File: src/rtl/timer_pkg.sv
// Shared definitions for the region timer: register offsets, CTRL bit
// positions, the CTRL field layout and the count FSM state encoding.
package timer_pkg;

    localparam logic [31:0] TMR_CTRL     = 32'h00;
    localparam logic [31:0] TMR_PRESCALE = 32'h04;
    localparam logic [31:0] TMR_LOAD     = 32'h08;
    localparam logic [31:0] TMR_COUNT    = 32'h0C;
    localparam logic [31:0] TMR_STATUS   = 32'h10;
    localparam logic [31:0] TMR_END      = 32'h14;

    localparam int CTRL_EN          = 0;
    localparam int CTRL_AUTO_RELOAD = 1;
    localparam int CTRL_IRQ_EN      = 2;

    localparam int STATUS_EXPIRED   = 0;

    typedef struct packed {
        logic irq_en;
        logic auto_reload;
        logic en;
    } ctrl_t;

    typedef enum logic {
        ST_IDLE = 1'b0,
        ST_RUN  = 1'b1
    } state_t;

    // Word index (addr[4:2]) of a byte offset.
    function automatic logic [2:0] word_idx(input logic [31:0] offs);
        return offs[4:2];
    endfunction

endpackage

File: src/rtl/timer_prescaler.sv
// Prescale counter for the region timer.
// Counts 0..psc while en is high and raises tick for one cycle on the
// cycle the count sits at psc (so one tick every psc+1 clocks).
// Ports:
//   clk   in   system clock
//   rst_n in   synchronous active-low reset
//   en    in   count enable; counter is held at 0 while low
//   clr   in   restart the prescale period from 0
//   psc   in   terminal value of the prescale count
//   tick  out  one-cycle pulse at the end of each prescale period
module timer_prescaler #(
    parameter int PSC_W = 16
) (
    input  logic             clk,
    input  logic             rst_n,
    input  logic             en,
    input  logic             clr,
    input  logic [PSC_W-1:0] psc,
    output logic             tick
);

    logic [PSC_W-1:0] cnt_q;

    assign tick = en & (cnt_q == psc);

    always_ff @(posedge clk) begin
        if (!rst_n) begin
            cnt_q <= '0;
        end else if (clr || !en || (cnt_q == psc)) begin
            cnt_q <= '0;
        end else begin
            cnt_q <= cnt_q + PSC_W'(1);
        end
    end

endmodule

File: src/rtl/region_timer.sv
// Memory-mapped prescaled down-counting timer on one chipset region port.
// One-shot or auto-reload, with a sticky EXPIRED flag and optional irq.
//
//   state   | meaning
//   --------+-------------------------------------------------
//   ST_IDLE | CTRL.EN=0, prescaler held, COUNT frozen
//   ST_RUN  | CTRL.EN=1, COUNT decrements on every prescale tick
//
// Register map (byte offsets, decode on addr[4:2], addr>=0x14 unmapped):
//   0x00 CTRL [0]EN [1]AUTO_RELOAD [2]IRQ_EN
//   0x04 PRESCALE, 0x08 LOAD, 0x0C COUNT, 0x10 STATUS [0]EXPIRED (W1C)
// Ports:
//   clk   in   system clock
//   rst_n in   synchronous active-low reset
//   we    in   write enable
//   addr  in   region-relative byte offset
//   wd    in   write data
//   rd    out  read data, combinational from addr
//   irq   out  level interrupt
// Build option: define REGION_TIMER_IRQ_EN to drive irq from
// EXPIRED & CTRL.IRQ_EN; otherwise irq is tied low.
module region_timer #(
    parameter int PSC_W = 16,
    parameter int CNT_W = 32
) (
    input  logic        clk,
    input  logic        rst_n,
    input  logic        we,
    input  logic [31:0] addr,
    input  logic [31:0] wd,
    output logic [31:0] rd,
    output logic        irq
);

    import timer_pkg::*;

    state_t           state;
    logic             auto_reload_q;
    logic             irq_en_q;
    logic [PSC_W-1:0] psc_q;
    logic [CNT_W-1:0] load_q;
    logic [CNT_W-1:0] count_q;
    logic             expired_q;

    logic       in_range;
    logic [2:0] idx;
    logic       wr_ctrl, wr_psc, wr_load, wr_count, wr_status;
    logic       run;
    logic       tick;
    logic       psc_clr;
    ctrl_t      ctrl_v;

    assign in_range  = (addr < TMR_END);
    assign idx       = addr[4:2];
    assign wr_ctrl   = we & in_range & (idx == word_idx(TMR_CTRL));
    assign wr_psc    = we & in_range & (idx == word_idx(TMR_PRESCALE));
    assign wr_load   = we & in_range & (idx == word_idx(TMR_LOAD));
    assign wr_count  = we & in_range & (idx == word_idx(TMR_COUNT));
    assign wr_status = we & in_range & (idx == word_idx(TMR_STATUS));

    assign run = (state == ST_RUN);

    // A COUNT write restarts the prescale period so the new value gets a
    // full period before its first decrement.
    assign psc_clr = wr_psc | wr_count | (wr_ctrl & wd[CTRL_EN] & ~run);

    timer_prescaler #(.PSC_W(PSC_W)) u_prescaler (
        .clk   (clk),
        .rst_n (rst_n),
        .en    (run),
        .clr   (psc_clr),
        .psc   (psc_q),
        .tick  (tick)
    );

    // Ordering inside the else-branch sets priorities: the W1C clear comes
    // before the expiry set (set wins), while CTRL/COUNT writes come after
    // the tick update (writes win over the one-shot stop and the decrement).
    always_ff @(posedge clk) begin
        if (!rst_n) begin
            state         <= ST_IDLE;
            auto_reload_q <= 1'b0;
            irq_en_q      <= 1'b0;
            psc_q         <= '0;
            load_q        <= '0;
            count_q       <= '0;
            expired_q     <= 1'b0;
        end else begin
            if (wr_status && wd[STATUS_EXPIRED]) begin
                expired_q <= 1'b0;
            end

            if (run && tick) begin
                if (count_q != '0) begin
                    count_q <= count_q - CNT_W'(1);
                end else begin
                    expired_q <= 1'b1;
                    if (auto_reload_q) begin
                        count_q <= load_q;
                    end else begin
                        state <= ST_IDLE;
                    end
                end
            end

            if (wr_ctrl) begin
                state         <= wd[CTRL_EN] ? ST_RUN : ST_IDLE;
                auto_reload_q <= wd[CTRL_AUTO_RELOAD];
                irq_en_q      <= wd[CTRL_IRQ_EN];
            end
            if (wr_psc) begin
                psc_q <= wd[PSC_W-1:0];
            end
            if (wr_load) begin
                load_q <= wd[CNT_W-1:0];
            end
            if (wr_count) begin
                count_q <= wd[CNT_W-1:0];
            end
        end
    end

    assign ctrl_v = '{irq_en: irq_en_q, auto_reload: auto_reload_q, en: run};

    always_comb begin
        rd = '0;
        if (in_range) begin
            case (idx)
                word_idx(TMR_CTRL):     rd[2:0]       = ctrl_v;
                word_idx(TMR_PRESCALE): rd[PSC_W-1:0] = psc_q;
                word_idx(TMR_LOAD):     rd[CNT_W-1:0] = load_q;
                word_idx(TMR_COUNT):    rd[CNT_W-1:0] = count_q;
                word_idx(TMR_STATUS):   rd[STATUS_EXPIRED] = expired_q;
                default:                rd = '0;
            endcase
        end
    end

`ifdef REGION_TIMER_IRQ_EN
    assign irq = expired_q & irq_en_q;
`else
    assign irq = 1'b0;
`endif

endmodule
File: config.mk
export PLATFORM = sky130hd
export DESIGN_NAME = region_timer
export DESIGN_NICKNAME = d
export VERILOG_FILES = /design/src/rtl/timer_pkg.sv /design/src/rtl/timer_prescaler.sv /design/src/rtl/region_timer.sv
export SDC_FILE = /design/constraint.sdc
export NUM_CORES = 1
export LEC_CHECK = 0
export BUFFER_PORTS_ARGS = -buffer_cell sky130_fd_sc_hd__buf_4
export CORE_UTILIZATION = 45
export CTS_BUF_LIST = sky130_fd_sc_hd__clkbuf_16
export DETAILED_ROUTE_END_ITERATION = 8
export PLACE_DENSITY = 0.69
export SKIP_CTS_REPAIR_TIMING = 1
export SYNTH_ARGS = -nofsm -noshare
export SYNTH_HDL_FRONTEND = slang
export SYNTH_SLANG_ARGS = --single-unit
File: constraint.sdc
create_clock -name clk -period 2.79 [get_ports clk]
set_clock_uncertainty 0.1 [all_clocks]
set_input_delay 0.4185 -clock clk [delete_from_list [all_inputs] [get_ports clk]]
set_output_delay 0.4185 -clock clk [all_outputs]
set_load 0.02 [all_outputs]
==> results of run 1 <==
-- how the worst max path moves through the flow --
| stage | endpoint | slack (ps) | depth (start not counted) |
|---|---|---|---|
| 5_1_grt | count_q[24] | -40 | 7 |
| 3_5_place_dp | count_q[24] | 30 | 7 |
| 4_1_cts | count_q[24] | 10 | 7 |
| 2_1_floorplan | count_q[11] | 7 | 9 |
| 3_3_place_gp | count_q[11] | 110 | 7 |
| 6_report | count_q[24] | 70 | 7 |
-- where the power goes --
group	leakage [nW]	total (mW)	switching, mW	internal (mW)
clock	0.148	1.31	0.600	0.710
sequential	0.805	1.43	0.000000000678	1.43
combinational	1.85	0.167	0.0903	0.0771
total	2.81	2.90	0.690	2.21
-- cell usage after synthesis, types with 11 or more instances --
cell        n  area share
xnor2_1    11       0.016
a21oi_1    72       0.062
a22oi_1    30       0.038
clkbuf_1   42       0.027
inv_1      17       0.011
mux2_2     18       0.035
o21ai_1    14       0.012
o211ai_1   15       0.019
nor2_1     87       0.056
dfxtp_1   100        0.34
nand3_1    26       0.022
nor3_1     22       0.019
xor2_1     22       0.033
nor4_1     22       0.024
nand2_1   132       0.085
o21ai_0    19       0.016
-- registers in the layout, indices dropped and copies added (netlist names) --
| register | flops |
|---|---|
| auto_reload_q | 1 |
| irq_en_q | 1 |
| expired_q | 1 |
| load_q | 32 |
| count_q | 32 |
| u_prescaler.cnt_q | 16 |
| psc_q | 16 |
| run | 1 |
-- metrics by stage --
step                cells    util  hold slack (ps)  setup TNS (ps)
floorplan             778       -            335.6               0
global placement     1044  0.5515            347.4               0
detailed placement   1044  0.5515            360.1               0
CTS                  1060  0.5757            160.5               0
global route         1060  0.5776            166.8          -42.01
finish               1060  0.5776            166.0               0
-- cell families (layout without fill, tap and decap cells) --
kind of cell,count (synthesis),after routing,synth area share
multiplexers,29,29,0.05860
flip-flops,100,100,0.3422
AO/OA/AOI/OAI,195,195,0.2139
other,1,1,0.0006410
buffers and inverters,71,181,0.05325
AND/OR/NAND/NOR,346,346,0.2757
XOR/XNOR,33,33,0.04940
adder cells (fa/ha/maj),3,3,0.006416
-- critical path, cell delays in order (launching register included) --
cell and delay [ps]:
dfxtp_1 310, or4_4 550, or2_1 250, or4_4 600
o211ai_4 240, buf_12 180, a211oi_2 50, a2111oi_2 330
-- final cells by class --
cell class                      count  area, µm²
Clock buffer                        9      225.2
Clock inverter                      7      81.33
Fill cell                        1199       5353
Inverter                           17      63.81
Multi-Input combinational cell    607       3578
Sequential cell                   100       2002
Tap cell                          172      215.2
Timing Repair Buffer              148       1152
-- per-layer routing --
layer	GRT usage	part of all wire	vias to the layer above
li1	-	-	2981
met4	0.1137	0.028	0
met3	0.06328	0.062	43
met2	0.5159	0.50	253
met5	0	0	-
met1	0.3453	0.41	2964
==> flow_summary.json, run 1 <==
{
  "cts_num_sinks": 100,
  "core_area_um2": 12670,
  "setup_viol": 0,
  "ys_seq_area_frac": 0.3422,
  "placed_cell_area_um2": 6988,
  "rr_endpoint": "count_q[24]",
  "min_path_type": "in2reg",
  "power_mw": 2.903,
  "viasPerCell": 5.888,
  "nets": 953,
  "route.detailed.drc": 0,
  "via_count": 6241,
  "drive_above_1_share": 0.2252,
  "finalCriticalPeriod_ps": 2718,
  "power.density_nw_per_um2": 396.7,
  "synth-edff-count": 0,
  "cts_buffer_depth": 2,
  "synth_area_per_cell_um2": 7.520,
  "rrSetupSlack_ps": 70,
  "synth_seq_cells": 100,
  "whs_endpoint": "count_q[25]",
  "cts_made_buffers": 9,
  "relSlewSlack": 0.5112,
  "ys_types": 62,
  "setup_slack_ps": 71.73,
  "ys.warnings.count": 0,
  "total_leakage_power_nw": 2.807,
  "slew_violations": 0,
  "cp_max_fo": 16,
  "grt_pass1_vias": 6140,
  "first_iter_violations": 601,
  "ant_nets": 0,
  "io_buffers": 96,
  "irDropWorstVdd_mv": 0.3833,
  "root_buffer": "clkbuf_16",
  "initial_core_util": 0.4617,
  "worst_pin_slew_ps": 726.5,
  "finalHoldViolCount": 0,
  "clk_latency_ps": 360,
  "ctsHtreeMaxLevel": 3,
  "row_count": 41,
  "gr-usage-all-layers": 0.2925,
  "critPathCaptureType": "flop",
  "hpwl_mm": 14.06,
  "routed_wl_mm": 18.90,
  "critPathLaunch": "count_q[14]",
  "synth_area_um2": 5851,
  "max_cap_viol_count": 0,
  "routedWlPerCell_um": 17.83,
  "fin_crit_sh": 0.9743,
  "clk_pin_slew_worst_paths_ps": 70,
  "arrival_ps": 2880,
  "synthCells": 778,
  "critPathKind": "reg2reg",
  "place_congestion": 0.8870,
  "syn_nets": 848,
  "fmax_mhz": 367.9,
  "mostFrequentLayoutCell": "buf_4",
  "cts_tree": "yes",
  "cp.required_ps": 2950,
  "start_kind": "flop",
  "area_growth_syn_to_layout_pct": 25.09,
  "grt_antenna_before_repair": 0,
  "ys.flop_type": "dfxtp_1",
  "r2r_cells": 7,
  "min_from": "wd[25]",
  "io_pins": 100,
  "grt-ovfl-total": 0,
  "dr.pass1.iters": 6,
  "whs_path_depth": 3,
  "fp.dieW_um": 116.0,
  "dieArea_um2": 13460,
  "rsz0062_at_grt": "true",
  "synthArstFlopShare": 0,
  "antenna_cells": 0,
  "timing.rr.start": "count_q[14]",
  "grt_pass1_wl_mm": 30.42,
  "die_height_um": 116.0,
  "final_cell_mix": "buf_4 (144), nand2_1 (132), dfxtp_1 (100)",
  "pre_cts_slack_ps": 30.38,
  "fin_area_um2": 7318,
  "status": "complete, no violations",
  "grt_max_degree": 45
}
No activity file was read; power rests on OpenSTA's default activity.
==> run 2: changes to the inputs <==
--- a/config.mk
+++ b/config.mk
@@ -11,6 +11,7 @@
 export DETAILED_ROUTE_END_ITERATION = 8
 export PLACE_DENSITY = 0.69
 export SKIP_CTS_REPAIR_TIMING = 1
+export SLEW_MARGIN = 0
 export SYNTH_ARGS = -nofsm -noshare
 export SYNTH_HDL_FRONTEND = slang
 export SYNTH_SLANG_ARGS = --single-unit
==> constraint.sdc (replaced) <==
create_clock -name clk -period 2.79 [get_ports clk]
set_clock_uncertainty 0.1 [all_clocks]
set_input_delay 0.1395 -clock clk [delete_from_list [all_inputs] [get_ports clk]]
set_output_delay 0.1395 -clock clk [all_outputs]
set_load 0.02 [all_outputs]
==> run 2 against run 1 <==
  * The flow now finishes with violations (hold timing)
  * Wire length up 1.3%
  * Non-clock buffer count increased by 25
  * Via count grew 0.82%
  * Sequential cell count is the same
  * Clock power about the same
==> flow_summary.json, run 2 (synthesis gave the netlist of run 1 again) <==
{
  "final_cell_mix": "buf_4 (138), nand2_1 (132), dfxtp_1 (100)",
  "status": "complete, but fails checks",
  "initial_core_util": 0.4617,
  "fmax_mhz": 367.0,
  "grt_pass1_vias": 6084,
  "routedWlPerCell_um": 17.65,
  "antenna_cells": 0,
  "clk_latency_ps": 350,
  "relSlewSlack": 0.5219,
  "dr.pass1.iters": 5,
  "row_count": 41,
  "critPathCaptureType": "flop",
  "viasPerCell": 5.799,
  "rr_endpoint": "count_q[18]",
  "cts_num_sinks": 100,
  "grt_antenna_before_repair": 0,
  "total_leakage_power_nw": 2.910,
  "core_area_um2": 12670,
  "nets": 978,
  "irDropWorstVdd_mv": 0.3258,
  "via_count": 6292,
  "grt-ovfl-total": 0,
  "whs_endpoint": "psc_q[1]",
  "fp.dieW_um": 116.0,
  "violations": "hold timing",
  "grt_pass1_wl_mm": 30.75,
  "min_path_type": "in2reg",
  "max_cap_viol_count": 0,
  "top_regs": "count_q: 32 flops, load_q: 32 flops",
  "root_buffer": "clkbuf_16",
  "grt_max_degree": 54,
  "power_mw": 2.907,
  "drive_above_1_share": 0.2103,
  "route.detailed.drc": 0,
  "ant_nets": 0,
  "cp_max_fo": 10,
  "cts_made_buffers": 9,
  "start_kind": "flop",
  "first_iter_violations": 627,
  "cts_tree": "yes",
  "hpwl_mm": 13.61,
  "routed_wl_mm": 19.15,
  "rsz0062_at_grt": "false",
  "mostFrequentLayoutCell": "buf_4",
  "rrSetupSlack_ps": 60,
  "whs_path_depth": 3,
  "slew_violations": 0,
  "min_from": "wd[1]",
  "finalHoldViolCount": 2,
  "worst_pin_slew_ps": 710.6,
  "timing.rr.start": "count_q[11]",
  "whs_ps": -16.01,
  "arrival_ps": 2860,
  "critPathKind": "reg2reg",
  "io_pins": 100,
  "fill_cells": 1179,
  "clk_pin_slew_worst_paths_ps": 70,
  "place_congestion": 0.8895,
  "io_buffers": 96,
  "fin_crit_sh": 0.9768,
  "die_height_um": 116.0,
  "dieArea_um2": 13460,
  "power.density_nw_per_um2": 383.8,
  "r2r_cells": 7,
  "area_growth_syn_to_layout_pct": 29.45,
  "cp.required_ps": 2930,
  "setup_viol": 0,
  "ctsHtreeMaxLevel": 3,
  "finalCriticalPeriod_ps": 2725,
  "cts_buffer_depth": 2,
  "gr-usage-all-layers": 0.2931
}
## run 2: cell types whose count changed in the layout (fill, tap and decap cells not counted), moves of 2 or more
| cell | before | now |
|---|---|---|
| inv_6 | 1 | 4 |
| buf_4 | 144 | 138 |
| inv_8 | 2 | 0 |
| dlygate4sd3_1 | 0 | 31 |
## run 2: how the worst max path moves through the flow
| stage | startpoint | to | depth (start not counted) |
|---|---|---|---|
| floorplan | count_q[14] | count_q[11] | 9 |
| global placement | count_q[14] | count_q[18] | 7 |
| detailed placement | count_q[14] | count_q[18] | 7 |
| CTS | count_q[14] | count_q[18] | 7 |
| global route | count_q[14] | count_q[31] | 7 |
| finish | count_q[11] | count_q[18] | 7 |
## run 2: metal layers
layer  global-route usage  vias to the layer above  part of all wire
met5                    0                        -                 0
met4               0.1145                        0             0.027
met3              0.05178                       36             0.067
met2               0.5012                      255              0.48
met1               0.3659                     2961              0.42
li1                     -                     3040                 -
## run 2: per-stage QoR
step	setup slack, ps	setup TNS [ps]	utilization	cell area, µm²	cells
5_1_grt	5.865	0	0.5977	7574	1085
4_1_cts	-3.861	-3.861	0.5725	7254	1054
2_1_floorplan	7.118	0	-	5851	778
3_3_place_gp	91.03	0	0.5489	6955	1038
3_5_place_dp	46.97	0	0.5489	6955	1038
6_report	64.85	0	0.5977	7574	1085
## run 2: layout make-up
type | count | area, µm² | area share
Timing Repair Buffer | 173 | 1426 | 0.1883
Inverter | 17 | 63.81 | 0.008426
Sequential cell | 100 | 2002 | 0.2643
Multi-Input combinational cell | 607 | 3567 | 0.4710
Tap cell | 172 | 215.2 | 0.02842
Clock inverter | 7 | 73.82 | 0.009747
Clock buffer | 9 | 225.2 | 0.02974
## run 2: power by group
group          internal (mW)  total [mW]   switching, mW
clock                  0.704        1.28           0.578
sequential              1.43        1.43  0.000000000732
combinational          0.103       0.198          0.0954
## run 2: critical path, cell delays in order, from the launching register on
cell	delay (ps)
dfxtp_1	380
nor3_1	430
nand4_1	210
or4_4	690
o211ai_4	270
buf_4	220
o21ai_1	110
a22o_1	190
